### config.mk
export PLATFORM = sky130hd
export DESIGN_NAME = uart_line_receiver
export DESIGN_NICKNAME = d
export VERILOG_FILES = /design/src/rtl/uart_line_receiver.sv
export SDC_FILE = /design/constraint.sdc
export NUM_CORES = 1
export LEC_CHECK = 0
export ABC_AREA = 1
export CORE_MARGIN = 2
export CORE_UTILIZATION = 40
export DETAILED_ROUTE_END_ITERATION = 8
export PLACE_DENSITY = 0.67
export RECOVER_POWER = 25
export SYNTH_ARGS = -nofsm -noshare
export SYNTH_HDL_FRONTEND = slang
export SYNTH_SLANG_ARGS = --single-unit
### constraint.sdc
create_clock -name clk -period 5.5 [get_ports clk]
set_input_delay 1.1 -clock clk [delete_from_list [all_inputs] [get_ports clk]]
set_output_delay 1.1 -clock clk [all_outputs]
set_load 0.01 [all_outputs]
### src/rtl/uart_line_receiver.sv
// Assembles uart_basic byte strobes into terminator-delimited lines held for a ready/ack consumer.
// Optional echo of stored bytes to the transmitter when UART_LINE_RX_ECHO_EN is defined.
module uart_line_receiver #(
    parameter int          MAX_LEN     = 16,
    parameter logic [7:0]  TERM_CHAR   = 8'h0D,
    parameter logic [7:0]  IGNORE_CHAR = 8'h0A,
    parameter int          LEN_W       = 5,
    parameter int          ADDR_W      = 4
) (
    input  logic              clk,
    input  logic              reset_n,
    input  logic [7:0]        rx_data,
    input  logic              rx_ready,
    output logic              frame_ready,
    output logic [LEN_W-1:0]  frame_len,
    input  logic              frame_ack,
    input  logic [ADDR_W-1:0] rd_addr,
    output logic [7:0]        rd_data,
    output logic              overflow,
    output logic              overrun,
    output logic              tx_start,
    output logic [7:0]        tx_data,
    input  logic              tx_busy
);

    typedef enum logic [2:0] {
        S_COLLECT = 3'b001,
        S_DISCARD = 3'b010,
        S_READY   = 3'b100
    } state_t;

    state_t             r_state;
    logic [LEN_W-1:0]   r_count;
    logic               r_frame_ready;
    logic [LEN_W-1:0]   r_frame_len;
    logic               r_overflow;
    logic               r_overrun;
    logic [7:0]         r_rd_data;
    logic [7:0]         r_buf [MAX_LEN];

    logic               w_is_term;
    logic               w_byte;
    logic               w_full;
    logic               w_ack;
    logic               w_store;
    logic [ADDR_W-1:0]  w_wr_addr;

    assign w_is_term = (rx_data == TERM_CHAR);
    assign w_byte    = rx_ready && (rx_data != IGNORE_CHAR);
    assign w_full    = (r_count == LEN_W'(MAX_LEN));
    assign w_ack     = (r_state == S_READY) && frame_ack;
    // A byte landing in the ack cycle starts the next line at index 0.
    assign w_store   = w_byte && !w_is_term && (((r_state == S_COLLECT) && !w_full) || w_ack);
    assign w_wr_addr = w_ack ? '0 : r_count[ADDR_W-1:0];

    always_ff @(posedge clk or negedge reset_n) begin
        if (!reset_n) begin
            r_state       <= S_COLLECT;
            r_count       <= '0;
            r_frame_ready <= 1'b0;
            r_frame_len   <= '0;
            r_overflow    <= 1'b0;
            r_overrun     <= 1'b0;
        end else begin
            r_overflow <= 1'b0;
            r_overrun  <= 1'b0;
            case (r_state)
                S_COLLECT: begin
                    if (w_byte) begin
                        if (w_is_term) begin
                            if (r_count != '0) begin
                                r_frame_len   <= r_count;
                                r_frame_ready <= 1'b1;
                                r_state       <= S_READY;
                            end
                        end else if (!w_full) begin
                            r_count <= r_count + LEN_W'(1);
                        end else begin
                            r_overflow <= 1'b1;
                            r_count    <= '0;
                            r_state    <= S_DISCARD;
                        end
                    end
                end
                S_DISCARD: begin
                    if (w_byte && w_is_term) r_state <= S_COLLECT;
                end
                S_READY: begin
                    if (frame_ack) begin
                        r_frame_ready <= 1'b0;
                        r_count       <= w_store ? LEN_W'(1) : '0;
                        r_state       <= S_COLLECT;
                    end else if (w_byte) begin
                        r_overrun <= 1'b1;
                    end
                end
                default: begin
                    r_state       <= S_COLLECT;
                    r_count       <= '0;
                    r_frame_ready <= 1'b0;
                end
            endcase
        end
    end

    // NOTE: the line buffer has no reset; its contents are only meaningful below frame_len.
    always_ff @(posedge clk) begin
        if (w_store) r_buf[w_wr_addr] <= rx_data;
    end

    always_ff @(posedge clk or negedge reset_n) begin
        if (!reset_n) r_rd_data <= 8'h00;
        else          r_rd_data <= r_buf[rd_addr];
    end

    assign frame_ready = r_frame_ready;
    assign frame_len   = r_frame_len;
    assign overflow    = r_overflow;
    assign overrun     = r_overrun;
    assign rd_data     = r_rd_data;

`ifdef UART_LINE_RX_ECHO_EN
    logic       r_echo_pend;
    logic [7:0] r_echo_byte;
    logic       r_tx_start;
    logic [7:0] r_tx_data;

    // A store in the launch cycle re-arms pending with the newer byte.
    always_ff @(posedge clk or negedge reset_n) begin
        if (!reset_n) begin
            r_echo_pend <= 1'b0;
            r_echo_byte <= 8'h00;
            r_tx_start  <= 1'b0;
            r_tx_data   <= 8'h00;
        end else begin
            r_tx_start <= 1'b0;
            if (r_echo_pend && !tx_busy && !r_tx_start) begin
                r_tx_start  <= 1'b1;
                r_tx_data   <= r_echo_byte;
                r_echo_pend <= 1'b0;
            end
            if (w_store) begin
                r_echo_byte <= rx_data;
                r_echo_pend <= 1'b1;
            end
        end
    end

    assign tx_start = r_tx_start;
    assign tx_data  = r_tx_data;
`else
    logic w_unused_tx_busy;
    assign w_unused_tx_busy = tx_busy;
    assign tx_start = 1'b0;
    assign tx_data  = 8'h00;
`endif

endmodule
* Word-level counts from Yosys, hierarchy flattened *
Memories as Yosys holds them, arrays and structs flattened. A register that Yosys moved wholly into a read port is not among the register bits.
Index checks and enable logic that the tools add are counted.

operators by class
  $add $sub $neg = 1
  equal/unequal tests = 14
  multiplexer cells = 28
  bitwise gates (word level) = 1
  reduce and logical (&&, ||, !) cells = 15

operator list
  operator             number
  $mux 5               4
  $mux 3               6
  $pmux 5 s3           1
  $mux 1               14
  $ne 2x2->1 const B   5
  $reduce_and 5->1     2
  $pmux 3 s3           1
  $eq 8x4->1 const B   1
  $ne 8x4->1 const B   1
  $reduce_and 4->1     2
  $logic_and 1x1->1    6
  $add 5x1->5 const B  1
  $eq 5x5->1 const B   1
  $reduce_bool 5->1    1
  $mux 4               1
  $eq 3x1->1 const B   1
  $eq 3x2->1 const B   1
  $eq 3x3->1 const B   1
  $logic_not 1->1      3
  $ne 3x2->1 const B   1
  $ne 3x3->1 const B   1
  $pmux 1 s3           1
  $ne 2x1->1 const B   1
  $logic_or 1x1->1     1
  $not 1->1            1

storage, ports and cells
  register bits after elaboration = 16
  bits in writable memories = 128
  logic and storage cells = 66
  memories = 1

memory list
  memory  words  width  rd ports  clocked after memory_dff  write ports  line  source
  r_buf   16     8      1         1                         1            39    logic [7:0] r_buf [MAX_LEN];

* Depth between registers and ports, before layout *
Gate-level depths: netlist (run 1).

  depth in word-level cells = 8
  depth in mapped cells = 11
  mapped depth without buffers = 11

* Worst setup path after synthesis (run 1) *
OpenSTA, ideal clock, no wires.

  path type = input-to-reg
  start = input rx_data[4]
  end = memory r_buf[14][0], enable pin
  setup time = 0.383 ns
  data arrival time = 2.347 ns
  setup slack = 2.770 ns
  stages on the path = 7
  path buffers = 1
  cell sequence = inv_1 nand2_1 nor2_4 a21oi_1 nand3_2 buf_6 nor3_1

on the way
  word-level cells in the longest chain between the ends = 6
  elaborated cells between the ends (all ways) = 8
  classes of those cells = 2 x eq/ne; 2 x mux; 4 x reduce/logical

ends and longest elaborated chain
  element                                               line    source
  from (decl)                                           12      input logic [7:0] rx_data,
  $ne 8x4->1 or $eq 8x4->1 (tied branches)              49, 48
  $logic_and 1x1->1 or $logic_not 1->1 (tied branches)  49, 53
  $logic_and 1x1->1 (*) (2 in series)                   53      assign w_store = w_byte && !w_is_term && (((r_state == S_COLLECT) && !w_full) || w_ack);
  $mux 1 (*)                                            108     if (w_store) r_buf[w_wr_addr] <= rx_data;
  $mux 1 (not written as such) (*)                      108
  to (decl)                                             39

Every way passes the cells marked *; elsewhere a longest branch is shown, timed or not.

* Worst setup path after layout (run 1) *
  start = input rx_data[0]
  end = memory r_buf[13][3], enable pin

Same word-level chain as after synthesis.

==> flow_summary.yaml, run 1 <==
status:
  status: "finished clean"
setup_path:
  cp_slowest_cell: "nor3_1"
  setup.worst_path.start: "rx_data[0]"
  rrSetupSlack_ps: 2960
  crit_required_ps: 5620
  reg2reg_from: "r_count[1]"
  cp_top_family: "buffers and inverters"
  crit_type: "input pin to flop"
  r2r_cells: 8
  start_kind: "input pin"
  crit_buf_inv: 4
  end_kind: "flop"
  r2r_end: "r_buf[13][3]"
  cpPeakStageDelay_ps: 640
  crit_fanout: 17
  cp_cell_sequence: "dlygate4sd3_1 > clkbuf_1 > inv_2 > nand2_1 > nor2_1 > a21oi_1 > nand3_2 > nor3_1 > buf_4"
  cp.arrival_ps: 3850
floorplan:
  coreArea_um2: 15770
  initial_utilization: 0.4053
  die_area_um2: 17010
  num_io_pins: 42
  die_height_um: 130.4
  rows: 46
  die_width_um: 130.4
layout:
  multiInputGateArea_um2: 1659
  diodes: 0
  area_growth_syn_to_layout_pct: 17.17
  finalInstanceArea_um2: 7488
  drive_gt1_frac: 0.1063
  regArea_um2: 4446
  layout_commonest_cell: "edfxtp_1"
  fillers: 1430
  mostFrequentLayoutCells: "edfxtp_1, nor2_1, o21ai_0, nand2_1, o211ai_1"
  fin_nets: 608
clocking:
  cts_sinks: 152
  numCtsBuffers: 17
  clkTransAtPathRegs_ps: 60
  insertion_delay_ps: 420
  ctsHoldBuffers: 0
  cts_tree: "done"
  htree_levels: 4
  cts_max_path_buffers: 2
  post_cts_buffers: 0
  root_buffer: "clkbuf_16"
  cts_resized: 0
yosys:
  synth_xor_area_frac: 0.002741
  yosys.area_share.simple: 0.1382
  avgSynthCellArea_um2: 11.64
  synthMuxAreaShare: 0
  synth_top_family_by_area: "simple AND/OR/NAND/NOR gates"
  synth-adder-area-share: 0.003915
  seq_area_frac_synth: 0.6956
  netlist_instances: 549
  synth.cell_area_um2: 6391
  synth_top_area_share: 0.6014
  synth.ff_latch_count: 152
  yosysWarnings: 0
  yosys.area.top_type: "edfxtp_1"
  synth.area.top_cells: "edfxtp_1, dfrtp_1, nor2_1"
  synth_compound_area_frac: 0.1094
  ys_types: 33
flow_run:
  timing.max_cap.violations: 0
global_routing:
  grt_max_degree: 72
  antenna_found_initial: 0
  track_usage: 0.1727
  grt-ovfl-total: 0
  first_global_vias: 4109
  grt_pass1_wl_mm: 21.71
power:
  p_sw_frac: 0.2576
  vdd_drop_max_mv: 0.2388
  p_sw_mw: 0.7287
  seq_power_share: 0.474
  powerDensity_nw_per_um2: 377.8
  p_total_mw: 2.829
  leakagePower_nw: 2.658
  power_frac_clock: 0.399
  p_int_mw: 2.100
  pwr-share-comb: 0.127
routing:
  ant_nets: 0
  num_vias: 4223
  wl_per_cell_um: 16.73
  dr.pass1.iters: 5
  drc: 0
  via_per_inst: 5.163
  drtIter0Drc: 422
  routed_wl_mm: 13.69
placed_design:
  gp_congestion: 0.8431
  hpwl_mm: 8.539
  portBuffers: 31
  postPlaceCellArea_um2: 6923
min_path:
  min_from: "r_state[0]"
  hold_path_depth: 2
  whs_endpoint: "r_state[0]"
  hold_path.class: "flop to flop"
timing:
  tightest_slew_ps: 1461
  finalCritPeriodShare: 0.6784
  slew_headroom: 0.02625
  fin_worst_skew_ps: 5.717
  drv_slew: 0
  fmax_mhz: 268.0
  rsz0062_at_grt: "no"
  setup_viol: 0
  setup-tns-final_ps: 0
  hold_viol_final: 0
  period_minus_slack_ps: 3731
[per-stage QoR]
step,hold slack (ps),instances,utilization,worst slack [ps]
global route,514.7,818,0.4748,1571
CTS,488.4,818,0.4758,1966
finish,484.8,818,0.4748,1769
floorplan,456.4,557,-,2770
detailed placement,475.9,786,0.4390,1541
global placement,466.6,786,0.4390,1664
[flip-flops by register name, summed over array words and instances (netlist names)]
name	count
r_count	5
overflow	1
frame_len	5
rd_data	8
overrun	1
r_state	3
frame_ready	1
r_buf	128
[layer usage]
metal / vias up / track usage / routed length, µm
met5: - / 0 / 0
met3: 19 / 0.04845 / 757
li1: 2008 / - / -
met4: 0 / 0.07635 / 269
met1: 2050 / 0.2157 / 5872
met2: 146 / 0.2833 / 6785
[cells in the mapped netlist]
cell type	number
a21boi_2	1
a21oi_1	7
buf_1	1
buf_2	10
buf_4	13
buf_6	1
clkbuf_1	11
clkinv_1	2
conb_1	1
dfrtp_1	23
dfstp_2	1
edfxtp_1	128
ha_1	2
inv_1	25
inv_2	3
nand2_1	53
nand2_2	4
nand2_4	1
nand3_1	22
nand3_2	2
nand4_1	4
nor2_1	99
nor2_2	2
nor2_4	1
nor3_1	13
nor3_2	1
nor3_4	1
o211ai_1	32
o21ai_0	70
o21ai_1	11
o31ai_1	1
or2_2	1
xor2_1	2
[cell families after synthesis]
logic type / after synthesis
buf+inv: 66
fa+ha+maj: 2
other cells: 1
flops: 152
xor+xnor: 2
compound gates: 122
simple gates: 204
[worst max path at each step]
stage / to / slack [ps] / cells past startpoint
finish: r_buf[13][3] / 1770 / 9
global route: r_buf[13][0] / 1570 / 9
CTS: r_buf[13][0] / 1970 / 8
detailed placement: r_buf[13][2] / 1540 / 8
global placement: r_buf[13][3] / 1660 / 8
floorplan: r_buf[14][0] / 2770 / 7
[worst min-delay path, stage by stage, from the launching register on]
cell and delay [ps]:
dfstp_2 380, nand2_1 60, nand2_1 40
[power groups by stage]
stage | Combinational [mW] | Clock, mW | Sequential [mW]
final | 0.359 | 1.13 | 1.34
after global routing | 0.405 | 1.20 | 1.35
after CTS | 0.362 | 1.14 | 1.34
after detailed placement | 0.359 | 0 | 1.36
after global placement | 0.352 | 0 | 1.36
after floorplan | 0.239 | 0 | 1.36
[area by class of cell]
cell class | instances | share of cell area
clock buffers | 18 | 0.05731
clock inverters | 14 | 0.02022
inverters | 30 | 0.01504
multi-input cells | 339 | 0.2216
flip-flops and latches | 152 | 0.5937
well taps | 216 | 0.03609
repair buffers | 49 | 0.05614
No activity file was read; power rests on OpenSTA's default activity.
==> run 2: changes to the inputs <==
--- a/config.mk
+++ b/config.mk
@@ -9,7 +9,7 @@
 export CORE_MARGIN = 2
 export CORE_UTILIZATION = 40
 export DETAILED_ROUTE_END_ITERATION = 8
-export PLACE_DENSITY = 0.67
+export PLACE_DENSITY = 0.69
 export RECOVER_POWER = 25
 export SYNTH_ARGS = -nofsm -noshare
 export SYNTH_HDL_FRONTEND = slang
==> constraint.sdc (replaced) <==
create_clock -name clk -period 3.1 [get_ports clk]
set_input_delay 0.62 -clock clk [delete_from_list [all_inputs] [get_ports clk]]
set_output_delay 0.62 -clock clk [all_outputs]
set_load 0.01 [all_outputs]
==> run 2 against run 1 <==
  * Die area stayed put
  * Sequential power is 78% higher
  * Routed wire length is 3.2% higher
  * First-iteration DRC count is 30% higher
  * Critical endpoint is now r_buf[4][4]
  * Highest routed layer unchanged
==> flow_summary.yaml, run 2 (synthesis results as in run 1) <==
power:
  vdd_drop_max_mv: 0.4256
  p_total_mw: 5.147
  leakagePower_nw: 2.744
  p_sw_mw: 1.279
  powerDensity_nw_per_um2: 674.2
  seq_power_share: 0.462
  p_int_mw: 3.868
  pwr-share-comb: 0.130
  p_sw_frac: 0.2485
  power_frac_clock: 0.408
timing:
  fmax_mhz: 425.7
  slew_headroom: 0.01159
  rsz0062_at_grt: "no"
  finalCritPeriodShare: 0.7577
  setup-tns-final_ps: 0
  fin_worst_skew_ps: 8.544
  drv_slew: 0
  hold_viol_final: 0
  tightest_slew_ps: 1483
  setup_viol: 0
  period_minus_slack_ps: 2349
  final.setup.worst_slack_ps: 751.0
  whs_ps: 481.1
placed_design:
  portBuffers: 31
  gp_congestion: 0.8002
  dp.cells: 798
  hpwl_mm: 8.896
  post-place-ws_ps: 405.1
  postPlaceCellArea_um2: 7038
setup_path:
  setup.worst_path.start: "rx_data[1]"
  cp.arrival_ps: 2470
  crit_required_ps: 3220
  rrSetupSlack_ps: 1050
  crit_fanout: 12
  r2r_cells: 8
  r2r_end: "r_buf[4][4]"
  end_kind: "flop"
  reg2reg_from: "r_count[1]"
  start_kind: "input pin"
  crit_type: "input pin to flop"
global_routing:
  first_global_vias: 4120
  grt_pass1_wl_mm: 22.38
  track_usage: 0.1797
  grt-ovfl-total: 0
  grt_max_degree: 65
  antenna_found_initial: 0
layout:
  fillers: 1388
  fin_nets: 620
  fin_util: 0.4841
  mostFrequentLayoutCells: "edfxtp_1, nor2_1, o21ai_0, nand2_1, o211ai_1"
  finalInstanceArea_um2: 7635
  fin_cells: 830
  drive_gt1_frac: 0.1238
  layout_commonest_cell: "edfxtp_1"
  area_growth_syn_to_layout_pct: 19.46
  top_register: "r_buf"
  largest_reg_flops: 128
  diodes: 0
min_path:
  min_from: "frame_ready"
  hold_path.class: "flop to flop"
  whs_endpoint: "frame_ready"
  hold_path_depth: 2
clocking:
  root_buffer: "clkbuf_16"
  ctsHoldBuffers: 0
  cts_tree: "done"
  numCtsBuffers: 17
  clkTransAtPathRegs_ps: 60
  htree_levels: 4
  insertion_delay_ps: 420
  cts_sinks: 152
  post_cts_buffers: 0
  cts_max_path_buffers: 2
  cts_resized: 0
floorplan:
  rows: 46
  die_height_um: 130.4
  initial_utilization: 0.4053
  die_width_um: 130.4
  num_io_pins: 42
  die_area_um2: 17010
  coreArea_um2: 15770
flow_run:
  timing.max_cap.violations: 0
routing:
  drc: 0
  via_per_inst: 5.172
  num_vias: 4293
  routed_wl_mm: 14.12
  dr.pass1.iters: 7
  drtIter0Drc: 549
  ant_nets: 0
  wl_per_cell_um: 17.01
status:
  status: "finished clean"
==> run 2: how the worst max path moves through the flow <==
| stage | end | depth (start not counted) |
|---|---|---|
| floorplan | r_buf[14][0] | 7 |
| global placement | r_buf[5][6] | 7 |
| detailed placement | r_buf[5][4] | 7 |
| CTS | r_buf[5][4] | 7 |
| global route | r_buf[7][4] | 7 |
| finish | r_buf[4][4] | 7 |
==> run 2: area by class of cell <==
type	count	area [µm²]	share of cell area
clock inverter	12	148.9	0.01950
clock buffer	20	466.7	0.06113
sequential	152	4446	0.5823
tap	216	270.3	0.03540
timing repair buffer	61	531.8	0.06965
multi-input combinational	339	1659	0.2173
inverter	30	112.6	0.01475
==> run 2: worst max-delay path, stage by stage <==
cell and delay (ps):
dlygate4sd3_1 680, nand2_1 120, nor2_1 70, a21oi_1 250, nand3_2 270, nor3_1 220
buf_4 230
==> run 2: power groups by stage <==
stage | sequential, mW | clock, mW | combinational, mW
after global placement | 2.41 | 0 | 0.651
after floorplan | 2.42 | 0 | 0.425
after detailed placement | 2.42 | 0 | 0.665
after CTS | 2.38 | 2.13 | 0.670
after global routing | 2.39 | 2.23 | 0.753
final | 2.38 | 2.10 | 0.668
==> run 2: per-layer routing <==
layer	GRT usage	routed length [µm]
met4	0.07071	255
met5	0	0
met1	0.2418	6143
met3	0.04520	919
met2	0.2836	6803
